File: config.mk
export PLATFORM = sky130hd
export DESIGN_NAME = mult8_host_seq
export DESIGN_NICKNAME = d
export VERILOG_FILES = /design/src/rtl/mult8_host_seq.sv
export SDC_FILE = /design/constraint.sdc
export NUM_CORES = 1
export LEC_CHECK = 0
export ABC_AREA = 0
export ABC_CLOCK_PERIOD_IN_PS = 4300
export BUFFER_PORTS_ARGS = -buffer_cell sky130_fd_sc_hd__buf_2
export CAP_MARGIN = 20
export CORE_MARGIN = 5
export CORE_UTILIZATION = 37
export CTS_CLUSTER_SIZE = 40
export DETAILED_ROUTE_END_ITERATION = 8
export PLACE_DENSITY = 0.62
export SLEW_MARGIN = 15
export SYNTH_ARGS = -nofsm -noshare
export SYNTH_HDL_FRONTEND = slang
export SYNTH_SLANG_ARGS = --single-unit
File: constraint.sdc
create_clock -name clk -period 4.3 [get_ports clk]
set_clock_uncertainty 0.15 [all_clocks]
set_input_delay 0.43 -clock clk [delete_from_list [all_inputs] [get_ports clk]]
set_output_delay 0.43 -clock clk [all_outputs]
set_load 0.02 [all_outputs]
File: src/rtl/mult8_host_seq.sv
// ---------------------------------------------------------------------------
// mult8_host_seq
//
// Host-side master for the tt_um_mult8_shiftadd byte-serial multiplier.
// It takes an operand pair over a valid/ready handshake and pulses load_A,
// load_B and start, each followed by a one-cycle gap. It then waits for done,
// with a timeout, and reads the 16-bit product back low byte first. The
// result is presented on a valid/ready output port.
//
// Handshake semantics (both ports): a transfer happens on a rising clk edge
// where valid and ready are both 1. The sender holds valid and its payload
// stable until that edge. ready never depends combinationally on valid.
//
// Parameters
//   TIMEOUT_CYCLES  maximum WAIT_DONE cycles before aborting (legal 2..255)
//
// Optional build feature
//   MULT8_HOST_SEQ_CHECK_EN  when defined, each product is checked against a
//                            local reference multiplier and the result is
//                            flagged on res_mismatch. When undefined,
//                            res_mismatch is tied to 0 and no multiplier is
//                            built.
//
// Ports
//   clk           system clock, all logic on its rising edge
//   rst           synchronous, active-high reset
//   in_valid      operand pair valid
//   in_ready      sequencer can accept operands (IDLE only)
//   in_a, in_b    operands A and B
//   mul_ui        data byte to multiplier ui_in
//   mul_load_a    multiplier uio_in[0] strobe
//   mul_load_b    multiplier uio_in[1] strobe
//   mul_start     multiplier uio_in[2] strobe
//   mul_out_sel   multiplier uio_in[3]: 0 = low byte, 1 = high byte
//   mul_uo        multiplier uo_out
//   mul_done      multiplier uio_out[7]
//   res_valid     result valid
//   res_ready     downstream accepts result
//   res_data      product {hi, lo}, or 16'hFFFF after a timeout
//   res_err       this result was aborted by timeout
//   err_sticky    a timeout has occurred since reset
//   res_mismatch  product disagrees with the local reference (CHECK_EN only)
//
// The FSM state is the named register "state". All outputs are registered
// and decoded from the next state, so they behave as Moore outputs of the
// state register.
// ---------------------------------------------------------------------------
module mult8_host_seq #(
  parameter int unsigned TIMEOUT_CYCLES = 64
) (
  input  logic        clk,
  input  logic        rst,
  input  logic        in_valid,
  output logic        in_ready,
  input  logic [7:0]  in_a,
  input  logic [7:0]  in_b,
  output logic [7:0]  mul_ui,
  output logic        mul_load_a,
  output logic        mul_load_b,
  output logic        mul_start,
  output logic        mul_out_sel,
  input  logic [7:0]  mul_uo,
  input  logic        mul_done,
  output logic        res_valid,
  input  logic        res_ready,
  output logic [15:0] res_data,
  output logic        res_err,
  output logic        err_sticky,
  output logic        res_mismatch
);

  typedef enum logic [3:0] {
    S_IDLE,
    S_LDA,
    S_LDA_GAP,
    S_LDB,
    S_LDB_GAP,
    S_START,
    S_START_GAP,
    S_WAIT_DONE,
    S_RD_LO_SET,
    S_RD_LO_CAP,
    S_RD_HI_SET,
    S_RD_HI_CAP,
    S_OUT
  } state_t;

  // The counter holds (WAIT_DONE cycles already spent). The cycle where it
  // equals TIMEOUT_CYCLES-1 is therefore the last one allowed.
  localparam logic [7:0] TIMEOUT_LAST = 8'(TIMEOUT_CYCLES - 1);

  state_t      state;
  state_t      state_next;

  logic [7:0]  a_q;
  logic [7:0]  b_q;
  logic [7:0]  lo_q;
  logic [7:0]  wait_cnt;
  logic        armed;

  // Result register load, computed alongside the next state
  logic        result_load;
  logic [15:0] result_next;
  logic        result_err_next;

  logic        accept;
  logic        done_seen;

  assign accept    = (state == S_IDLE) && in_valid;
  // done only counts after it has been observed low since START. This skips
  // a done level left high by the previous operation.
  assign done_seen = mul_done && armed;

  // -------------------------------------------------------------------------
  // Next-state and result-load decode
  // -------------------------------------------------------------------------
  always_comb begin
    state_next      = state;
    result_load     = 1'b0;
    result_next     = 16'h0000;
    result_err_next = 1'b0;
    case (state)
      S_IDLE:      if (accept) state_next = S_LDA;
      S_LDA:       state_next = S_LDA_GAP;
      S_LDA_GAP:   state_next = S_LDB;
      S_LDB:       state_next = S_LDB_GAP;
      S_LDB_GAP:   state_next = S_START;
      S_START:     state_next = S_START_GAP;
      S_START_GAP: state_next = S_WAIT_DONE;
      S_WAIT_DONE: begin
        // done wins over timeout if both happen in the same cycle
        if (done_seen) begin
          state_next = S_RD_LO_SET;
        end else if (wait_cnt == TIMEOUT_LAST) begin
          state_next      = S_OUT;
          result_load     = 1'b1;
          result_next     = 16'hFFFF;
          result_err_next = 1'b1;
        end
      end
      S_RD_LO_SET: state_next = S_RD_LO_CAP;
      S_RD_LO_CAP: state_next = S_RD_HI_SET;
      S_RD_HI_SET: state_next = S_RD_HI_CAP;
      S_RD_HI_CAP: begin
        state_next  = S_OUT;
        result_load = 1'b1;
        result_next = {mul_uo, lo_q};
      end
      S_OUT:       if (res_ready) state_next = S_IDLE;
      default:     state_next = S_IDLE;
    endcase
  end

  // -------------------------------------------------------------------------
  // State register and registered outputs
  // -------------------------------------------------------------------------
  always_ff @(posedge clk) begin
    if (rst) begin
      state       <= S_IDLE;
      in_ready    <= 1'b1;
      mul_ui      <= 8'h00;
      mul_load_a  <= 1'b0;
      mul_load_b  <= 1'b0;
      mul_start   <= 1'b0;
      mul_out_sel <= 1'b0;
      res_valid   <= 1'b0;
      res_data    <= 16'h0000;
      res_err     <= 1'b0;
      err_sticky  <= 1'b0;
      a_q         <= 8'h00;
      b_q         <= 8'h00;
      lo_q        <= 8'h00;
      wait_cnt    <= 8'h00;
      armed       <= 1'b0;
    end else begin
      state       <= state_next;

      // Moore outputs, registered from the next state
      in_ready    <= (state_next == S_IDLE);
      mul_load_a  <= (state_next == S_LDA);
      mul_load_b  <= (state_next == S_LDB);
      mul_start   <= (state_next == S_START);
      mul_out_sel <= (state_next == S_RD_HI_SET) || (state_next == S_RD_HI_CAP);
      res_valid   <= (state_next == S_OUT);

      // Operand latch. mul_ui takes A straight from the port so the byte is
      // already valid during LDA. It is driven again from the latch on entry
      // to LDA_GAP and switches to B on entry to LDB. Otherwise it holds its
      // last value.
      if (accept) begin
        a_q    <= in_a;
        b_q    <= in_b;
        mul_ui <= in_a;
      end else if (state == S_LDA) begin
        mul_ui <= a_q;
      end else if (state == S_LDA_GAP) begin
        mul_ui <= b_q;
      end

      // Arm flag: cleared on entry to START. It is set by any cycle with
      // done low, including the START cycle itself.
      if (state == S_LDB_GAP) begin
        armed <= 1'b0;
      end else if (!mul_done) begin
        armed <= 1'b1;
      end

      // WAIT_DONE cycle counter, cleared whenever outside WAIT_DONE
      if (state == S_WAIT_DONE) begin
        wait_cnt <= wait_cnt + 8'd1;
      end else begin
        wait_cnt <= 8'h00;
      end

      // Low byte is sampled at the end of the second out_sel = 0 cycle. This
      // gives the multiplier's output mux a full cycle to settle.
      if (state == S_RD_LO_CAP) begin
        lo_q <= mul_uo;
      end

      // Result register: loaded on entry to OUT, held through OUT
      if (result_load) begin
        res_data <= result_next;
        res_err  <= result_err_next;
        if (result_err_next) begin
          err_sticky <= 1'b1;
        end
      end else if ((state == S_OUT) && res_ready) begin
        res_err <= 1'b0;
      end
    end
  end

  // -------------------------------------------------------------------------
  // Optional product self-check
  // -------------------------------------------------------------------------
`ifdef MULT8_HOST_SEQ_CHECK_EN
  logic [15:0] ref_prod;

  assign ref_prod = {8'h00, a_q} * {8'h00, b_q};

  // The flag is registered together with the result so that it is stable
  // for the whole time res_valid is high. A timed-out result is never
  // flagged, because res_err already marks it as bad.
  always_ff @(posedge clk) begin
    if (rst) begin
      res_mismatch <= 1'b0;
    end else if (result_load) begin
      res_mismatch <= (result_next != ref_prod) && !result_err_next;
    end else if ((state == S_OUT) && res_ready) begin
      res_mismatch <= 1'b0;
    end
  end
`else
  assign res_mismatch = 1'b0;
`endif

endmodule

==> results of run 1 <==
-- through the flow --
stage	power [mW]	instances	area, um^2	hold slack (ns)
final	1.48	493	3410	0.165
after detailed placement	0.842	476	3150	0.292
after floorplan	0.800	339	2840	0.287
after CTS	1.49	492	3390	0.151
after global placement	0.838	476	3150	0.282
after global routing	1.55	493	3410	0.164
-- state kept, by name, summed over array words and instances (netlist names) --
signal / flops
b_q: 8
mul_load_b: 1
res_data: 16
mul_load_a: 1
in_ready: 1
res_valid: 1
wait_cnt: 8
armed: 1
err_sticky: 1
state: 4
mul_start: 1
mul_out_sel: 1
lo_q: 8
mul_ui: 8
res_err: 1
a_q: 8
-- cell usage after synthesis, drive strengths merged, types with 4 or more instances --
master and count:
a21oi 23, a31oi 18, and3 9, buf 16, clkbuf 10, dfxtp 69
inv 4, mux2i 8, nand2 93, nand3 5, nor2 24, o21ai 22
xor2 4
-- cell type report --
| class | instances | area share [%] |
|---|---|---|
| flip-flops and latches | 69 | 40.6 |
| multi-input cells | 240 | 38.6 |
| repair buffers | 62 | 9.37 |
| clock buffers | 11 | 4.15 |
| well taps | 102 | 3.75 |
| clock inverters | 5 | 3.16 |
| inverters | 4 | 0.441 |
-- cell families after synthesis --
kind of cell / count (synthesis) / synth area share (%)
xor gates and xnor gates: 5 / 1.54
and+or+nand+nor: 152 / 25.7
adders and majority gates: 1 / 0.440
AOI/OAI and AO/OA: 73 / 15.4
buffers and inverters: 30 / 5.41
other: 1 / 0.132
DFF: 69 / 48.6
muxes: 8 / 2.82
-- routing by layer --
| metal | global-route usage, % | up-vias | routed length, um |
|---|---|---|---|
| met2 | 22.8 | 54 | 3000 |
| met3 | 4.24 | 10 | 329 |
| met1 | 17.4 | 1115 | 3060 |
| met4 | 6.60 | 0 | 105 |
| met5 | 0 | - | 0 |
| li1 | - | 1242 | - |
-- layout by cell type, fill, tap and decap left out, drive strengths merged, types with 3 or more instances in the layout --
master	Yosys	routed
dfxtp	69	69
nand3	5	5
and3	9	9
nor2	24	24
bufinv	0	3
o21ai	22	22
inv	4	4
mux2i	8	8
clkbuf	10	11
buf	16	62
a31oi	18	18
nand2	93	93
xor2	4	4
a21oi	23	23
-- worst min-delay path, cell delays in order --
cell	delay [ns]
buf_2	0.10
nand2_1	0.04
a21oi_1	0.05
-- power breakdown --
part / total [mW] / switching (mW) / internal, mW
clock: 0.652 / 0.248 / 0.403
combinational: 0.140 / 0.0864 / 0.0533
sequential: 0.686 / 0.0211 / 0.665
total: 1.48 / 0.356 / 1.12
-- worst max-delay path by stage --
stage	end	slack, ns
finish	mul_ui[1]$_SDFFE_PP0P_	1.99
global route	mul_ui[7]$_SDFFE_PP0P_	1.66
CTS	res_data[12]$_SDFFE_PP0P_	1.87
detailed placement	res_data[10]$_SDFFE_PP0P_	1.88
global placement	res_data[6]$_SDFFE_PP0P_	1.92
floorplan	mul_ui[0]$_SDFFE_PP0P_	2.68
==> metrics.md, run 1 <==
| Metric | Value |
|---|---|
| Routed wire length | `6500 um` |
| Vias in the first global route | `2316` |
| PostCTS Resize Cnt | `0` |
| Core area | `0.00761 mm^2` |
| Clock network latency to the later pin of the worst-skew pair | `0.35 ns` |
| Top-area cell type share of the netlist area | `48.6%` |
| Syn Nets | `369` |
| First-pass GRT wire length | `11000 um` |
| Final GP Congestion | `0.765` |
| # DRC | `0` |
| RSZ-0062 raised after global routing | `no` |
| Initial Util | `37.4%` |
| CP Capture Type | `flop` |
| Yosys reg bits | `69` |
| I/O pin total | `62` |
| Sequential fraction of the synthesis area | `48.6%` |
| Critical path peak fanout | `32` |
| Post-Syn Area per Cell | `8.39 um^2` |
| Total gr overflow | `0` |
| Yosys warns | `0` |
| Mapped Cells | `339` |
| Diodes inserted | `0` |
| Routed vias | `2421` |
| Wirelength per Cell | `13.2 um` |
| Pin count of the biggest net entering global routing | `53` |
| Power per cell area | `434 mW/mm^2` |
| Setup Crit Path Kind | `flop to flop` |
| CP Cell Sequence | `nor2_1, nand3_1, o21ai_0, o21ai_1` |
| Final setup vio count | `0` |
| Slew @ Worst Pin | `0.959 ns` |
| Clock-pin transition on the worst setup and hold timing paths | `0.08 ns` |
| Area of the mapped netlist | `0.00284 mm^2` |
| Worst hold endpoint | `b_q[4]$_SDFFE_PP0P_` |
| Count of final hold-check violations | `0` |
| Initial antenna violation count | `0` |
| Cts bufs inserted | `9` |
| CTS tree | `yes` |
| Total track usage | `14.2%` |
| Startpoint Class | `flop` |
| Pre-CTS setup slack | `1.88 ns` |
| Critical path depth in cells | `4` |
| Fillers | `777` |
| Cell Rows | `32` |
| Reg area | `0.00138 mm^2` |
| CTS Sinks | `69` |
| Tmin final | `2.31 ns` |
| Worst Path Arrival | `2.40 ns` |
| CP max stage cell | `nand3_1` |
| Hold-fix buffers, CTS | `0` |
| Fraction of layout cells with a size suffix above 1 | `22.8%` |
| Yosys cell types | `47` |
| Port buffer count | `60` |
| CP startpoint | `state[2]$_SDFF_PP0_` |
| Finished Core Util | `44.8%` |
| Worst Hold Path Cells | `3` |
| Max-slew headroom | `36.1%` |
| Area taken by multi-input logic gates | `0.00131 mm^2` |
| Worst hold path class | `input port to flop` |
| HPWL after DPL | `4330 um` |
| Delay-heaviest family, CP | `simple AND/OR/NAND/NOR gates` |
| H-tree levels | `3` |
| Run status | `complete, no violations` |
| Post-route ant nets | `0` |
| HP Start | `in_b[4]` |
| Layout net count | `416` |
| Worst R2R End | `mul_ui[1]$_SDFFE_PP0P_` |
| Root Driver | `clkbuf_8` |
| Clock Path Buffers | `2` |
| Number of setup buffers added after CTS | `0` |
| Max-Cap Viols | `0` |
| Die Y-Extent | `97.7 um` |
| Die width | `97.7 um` |
| Area leader, netlist | `dfxtp_1` |
| Buf/Inv on CP | `0` |
| Initial DRC Count | `123` |
| Post-route worst setup slack | `1.99 ns` |
| Max incr delay on CP | `0.70 ns` |
| Final TNS setup | `0 ns` |
| CP required | `4.39 ns` |
| 1st-pass router iterations | `4` |
| Peak Freq | `0.432 GHz` |
| R2R depth | `4` |
| Max-slew violations | `0` |
| Die area | `0.00954 mm^2` |
| Final worst-path cycle share | `53.8%` |
| Reg2reg setup slack | `1.99 ns` |
| Worst vdd ir | `0.202 mV` |
| Launching point of the worst reg2reg path | `state[2]$_SDFF_PP0_` |
| Post-synth ARST share | `0%` |
| Top post-synthesis cells by area | `dfxtp_1 (49%), nand2_1 (12%), a31oi_1 (4.0%), a21oi_1 (3.9%), nor2_1 (3.2%)` |
| EDFF count, synth | `0` |
| Area growth syn-to-layout | `19.8%` |
| Prevailing post-synth register cell | `dfxtp_1` |
| Leakage | `1.33 nW` |
| Vias per inst | `4.91` |
Note: power is estimated with default switching activity, not from simulation.
==> inputs of run 2 (changes only) <==
Settings changed: ABC_AREA 0 to 1, ABC_CLOCK_PERIOD_IN_PS 4300 to 2300.
Clock period 4.3 ns to 2.3 ns, I/O delays scaled along.
==> run 2 against run 1 <==
Effect of this change:
- hold slack lost 0.16 ns
- sequential power grew 91%
- combinational power grew to 3.1 times the previous value
- count of clock-buffer cells in the layout shrank 1
- setup slack lost 1.5 ns
- critical path depth grew 2
- sequential cell count is the same
- global-route usage grew 0.97 points
- maximum frequency grew 26%
- largest cell class unchanged
==> metrics.md, run 2 <==
| Metric | Value |
|---|---|
| Setup Crit Path Kind | `flop to flop` |
| Yosys cell types | `31 (-34%)` |
| Final worst-path cycle share | `80.0% (+26 points)` |
| Area of the mapped netlist | `0.00274 mm^2 (-3.5%)` |
| Initial Util | `37.8% (+0.44 points)` |
| Die area | `0.00923 mm^2 (-3.2%)` |
| Clock network latency to the later pin of the worst-skew pair | `0.35 ns (about the same)` |
| Routed wire length | `6410 um (-1.3%)` |
| Cts bufs inserted | `9 (unchanged)` |
| Total power draw | `2.77 mW (+87%)` |
| Die width | `96.1 um (-1.6%)` |
| Yosys warns | `0 (unchanged)` |
| Pin count of the biggest net entering global routing | `35 (-34%)` |
| Run status | `complete, no violations` |
| Root Driver | `clkbuf_8` |
| RSZ-0062 raised after global routing | `no` |
| Worst vdd ir | `0.313 mV (+55%)` |
| Cell Rows | `31 (-3.1%)` |
| Synth top cells by count | `nand2_1 (82), dfxtp_1 (69), nor2_1 (49)` |
| Top-area cell type share of the netlist area | `50.4% (+1.8 points)` |
| HPWL after DPL | `4500 um (+4.0%)` |
| Vias in the first global route | `2431 (+5.0%)` |
| Mapped Cells | `363 (+7.1%)` |
| EDFF count, synth | `0 (unchanged)` |
| Final TNS setup | `0 ns (unchanged)` |
| CTS Sinks | `69 (unchanged)` |
| Area leader, netlist | `dfxtp_1` |
| CP Capture Type | `flop` |
| PostCTS Resize Cnt | `0 (unchanged)` |
| Initial antenna violation count | `0 (unchanged)` |
| Die Y-Extent | `96.1 um (-1.6%)` |
| 1st-pass router iterations | `4 (unchanged)` |
| Worst Path Arrival | `1.93 ns (-0.47 ns)` |
| H-tree levels | `3 (unchanged)` |
| # DRC | `0 (unchanged)` |
| Port buffer count | `60 (unchanged)` |
| Startpoint Class | `flop` |
| Final setup vio count | `0 (unchanged)` |
| Max reg flops | `16 (unchanged)` |
| Max-slew violations | `0 (unchanged)` |
| Post-Syn Area per Cell | `7.56 um^2 (-9.9%)` |
| Core area | `0.00725 mm^2 (-4.7%)` |
| Critical path peak fanout | `17 (-47%)` |
| Wirelength per Cell | `11.9 um (-9.7%)` |
| Number of setup buffers added after CTS | `0 (unchanged)` |
| Post-route ant nets | `0 (unchanged)` |
| Sequential fraction of the synthesis area | `50.4% (+1.8 points)` |
| Prevailing post-synth register cell | `dfxtp_1` |
| Yosys reg bits | `69 (unchanged)` |
| Vias per inst | `4.69 (-4.5%)` |
| Peak Freq | `0.544 GHz (+26%)` |
| Hold-fix buffers, CTS | `12 (+12)` |
| CP required | `2.39 ns (-2.00 ns)` |
| Most frequent cell after synthesis | `nand2_1` |
| Final GP Congestion | `0.785 (+2.7%)` |
| Count of final hold-check violations | `0 (unchanged)` |
| First-pass GRT wire length | `10900 um (-0.75%)` |
| Diodes inserted | `0 (unchanged)` |
| Clock Path Buffers | `2 (unchanged)` |
| Power per cell area | `806 mW/mm^2 (+86%)` |
| Worst hold path class | `input port to flop` |
| Max-Cap Viols | `0 (unchanged)` |
| Top reg by flops | `res_data` |
| CTS tree | `yes` |
| Syn Nets | `393 (+6.5%)` |
| Total track usage | `15.2% (+0.97 points)` |
| Most frequent cells in the layout | `nand2_1 (82), dfxtp_1 (69), buf_2 (60)` |
| Routed vias | `2527 (+4.4%)` |
| Most common cell after layout, fill and taps aside | `nand2_1` |
| Clock-pin transition on the worst setup and hold timing paths | `0.08 ns (about the same)` |
| Total gr overflow | `0 (unchanged)` |
| Area growth syn-to-layout | `25.2%` |
| Fraction of layout cells with a size suffix above 1 | `22.3% (-0.49 points)` |
| Initial DRC Count | `94 (-24%)` |
| Tmin final | `1.84 ns (-0.475 ns)` |
| Layout net count | `465 (+12%)` |
| Post-synth ARST share | `0% (unchanged)` |
| I/O pin total | `62 (unchanged)` |
| Top post-synthesis cells by area | `dfxtp_1 (50%), nand2_1 (11%), o21ai_0 (7.5%), nor2_1 (6.7%), a21oi_1 (5.1%)` |
| Leakage | `1.52 nW (+15%)` |
-- run 2: cell types whose count changed after synthesis, sizes merged, moves of 6 or more --
cell	previous run	this run
a21oi	23	29
and3	9	0
buf	16	8
inv	4	34
mux2i	8	0
nand2	93	84
nor2	24	56
o21ai	22	44
-- run 2: critical path: stages (launching register included) --
cell and delay [ns]:
dfxtp_1 0.38, nor2_2 0.26, nand2_2 0.23, nand3_1 0.32, inv_1 0.21, nor2_1 0.14
nor2_1 0.05
-- run 2: final cells by class --
class                           count  area, um^2
Fill cell                         736        3820
Sequential cell                    69        1380
Multi-Input combinational cell    245        1140
Timing Repair Buffer               75         443
Clock buffer                       10         138
Inverter                           35         133
Tap cell                           99         124
Clock inverter                      6        71.3
-- run 2: path summary, 6_finish.rpt --
kind	depth (start not counted)	slack (ns)	end	startpoint
min reg2reg	2	0.30	b_q[6]$_SDFFE_PP0P_	b_q[6]$_SDFFE_PP0P_
max	6	0.46	mul_ui[1]$_SDFFE_PP0P_	state[2]$_SDFF_PP0_
min	3	0.009	a_q[5]$_SDFFE_PP0P_	in_a[5]
max reg2reg	6	0.46	mul_ui[1]$_SDFFE_PP0P_	state[2]$_SDFF_PP0_
-- run 2: power breakdown --
group          total (mW)  leakage, nW  switching (mW)  internal (mW)
logic               0.439        0.861           0.284          0.155
clock network        1.02       0.0991           0.480          0.537
registers            1.31        0.562          0.0380           1.27
-- run 2: logic make-up after synthesis --
kind of cell,count (synthesis),share of synthesized area (%)
flops,69,50.4
buf+inv,49,7.89
simple gates,152,23.4
fa+ha+maj,1,0.456
other cells,1,0.137
compound gates,91,17.8
-- run 2: per-layer routing --
metal	track usage (%)	share of wire, %	vias up
met4	7.35	2.2	0
met1	18.8	47	1141
met2	24.0	45	54
met5	0	0	-
met3	4.46	6.0	12
li1	-	-	1320
-- run 2: per-stage QoR --
stage          instances  setup WS [ns]  hold WS [ns]  util [%]  cell area, um^2
2_1_floorplan        363          0.711         0.198         -             2740
3_3_place_gp         511          0.530         0.280      42.8             3110
3_5_place_dp         511          0.497         0.290      42.8             3110
4_1_cts              539          0.473       0.00243      47.4             3430
5_1_grt              539          0.231        0.0200      47.4             3430
6_report             539          0.461       0.00945      47.4             3430
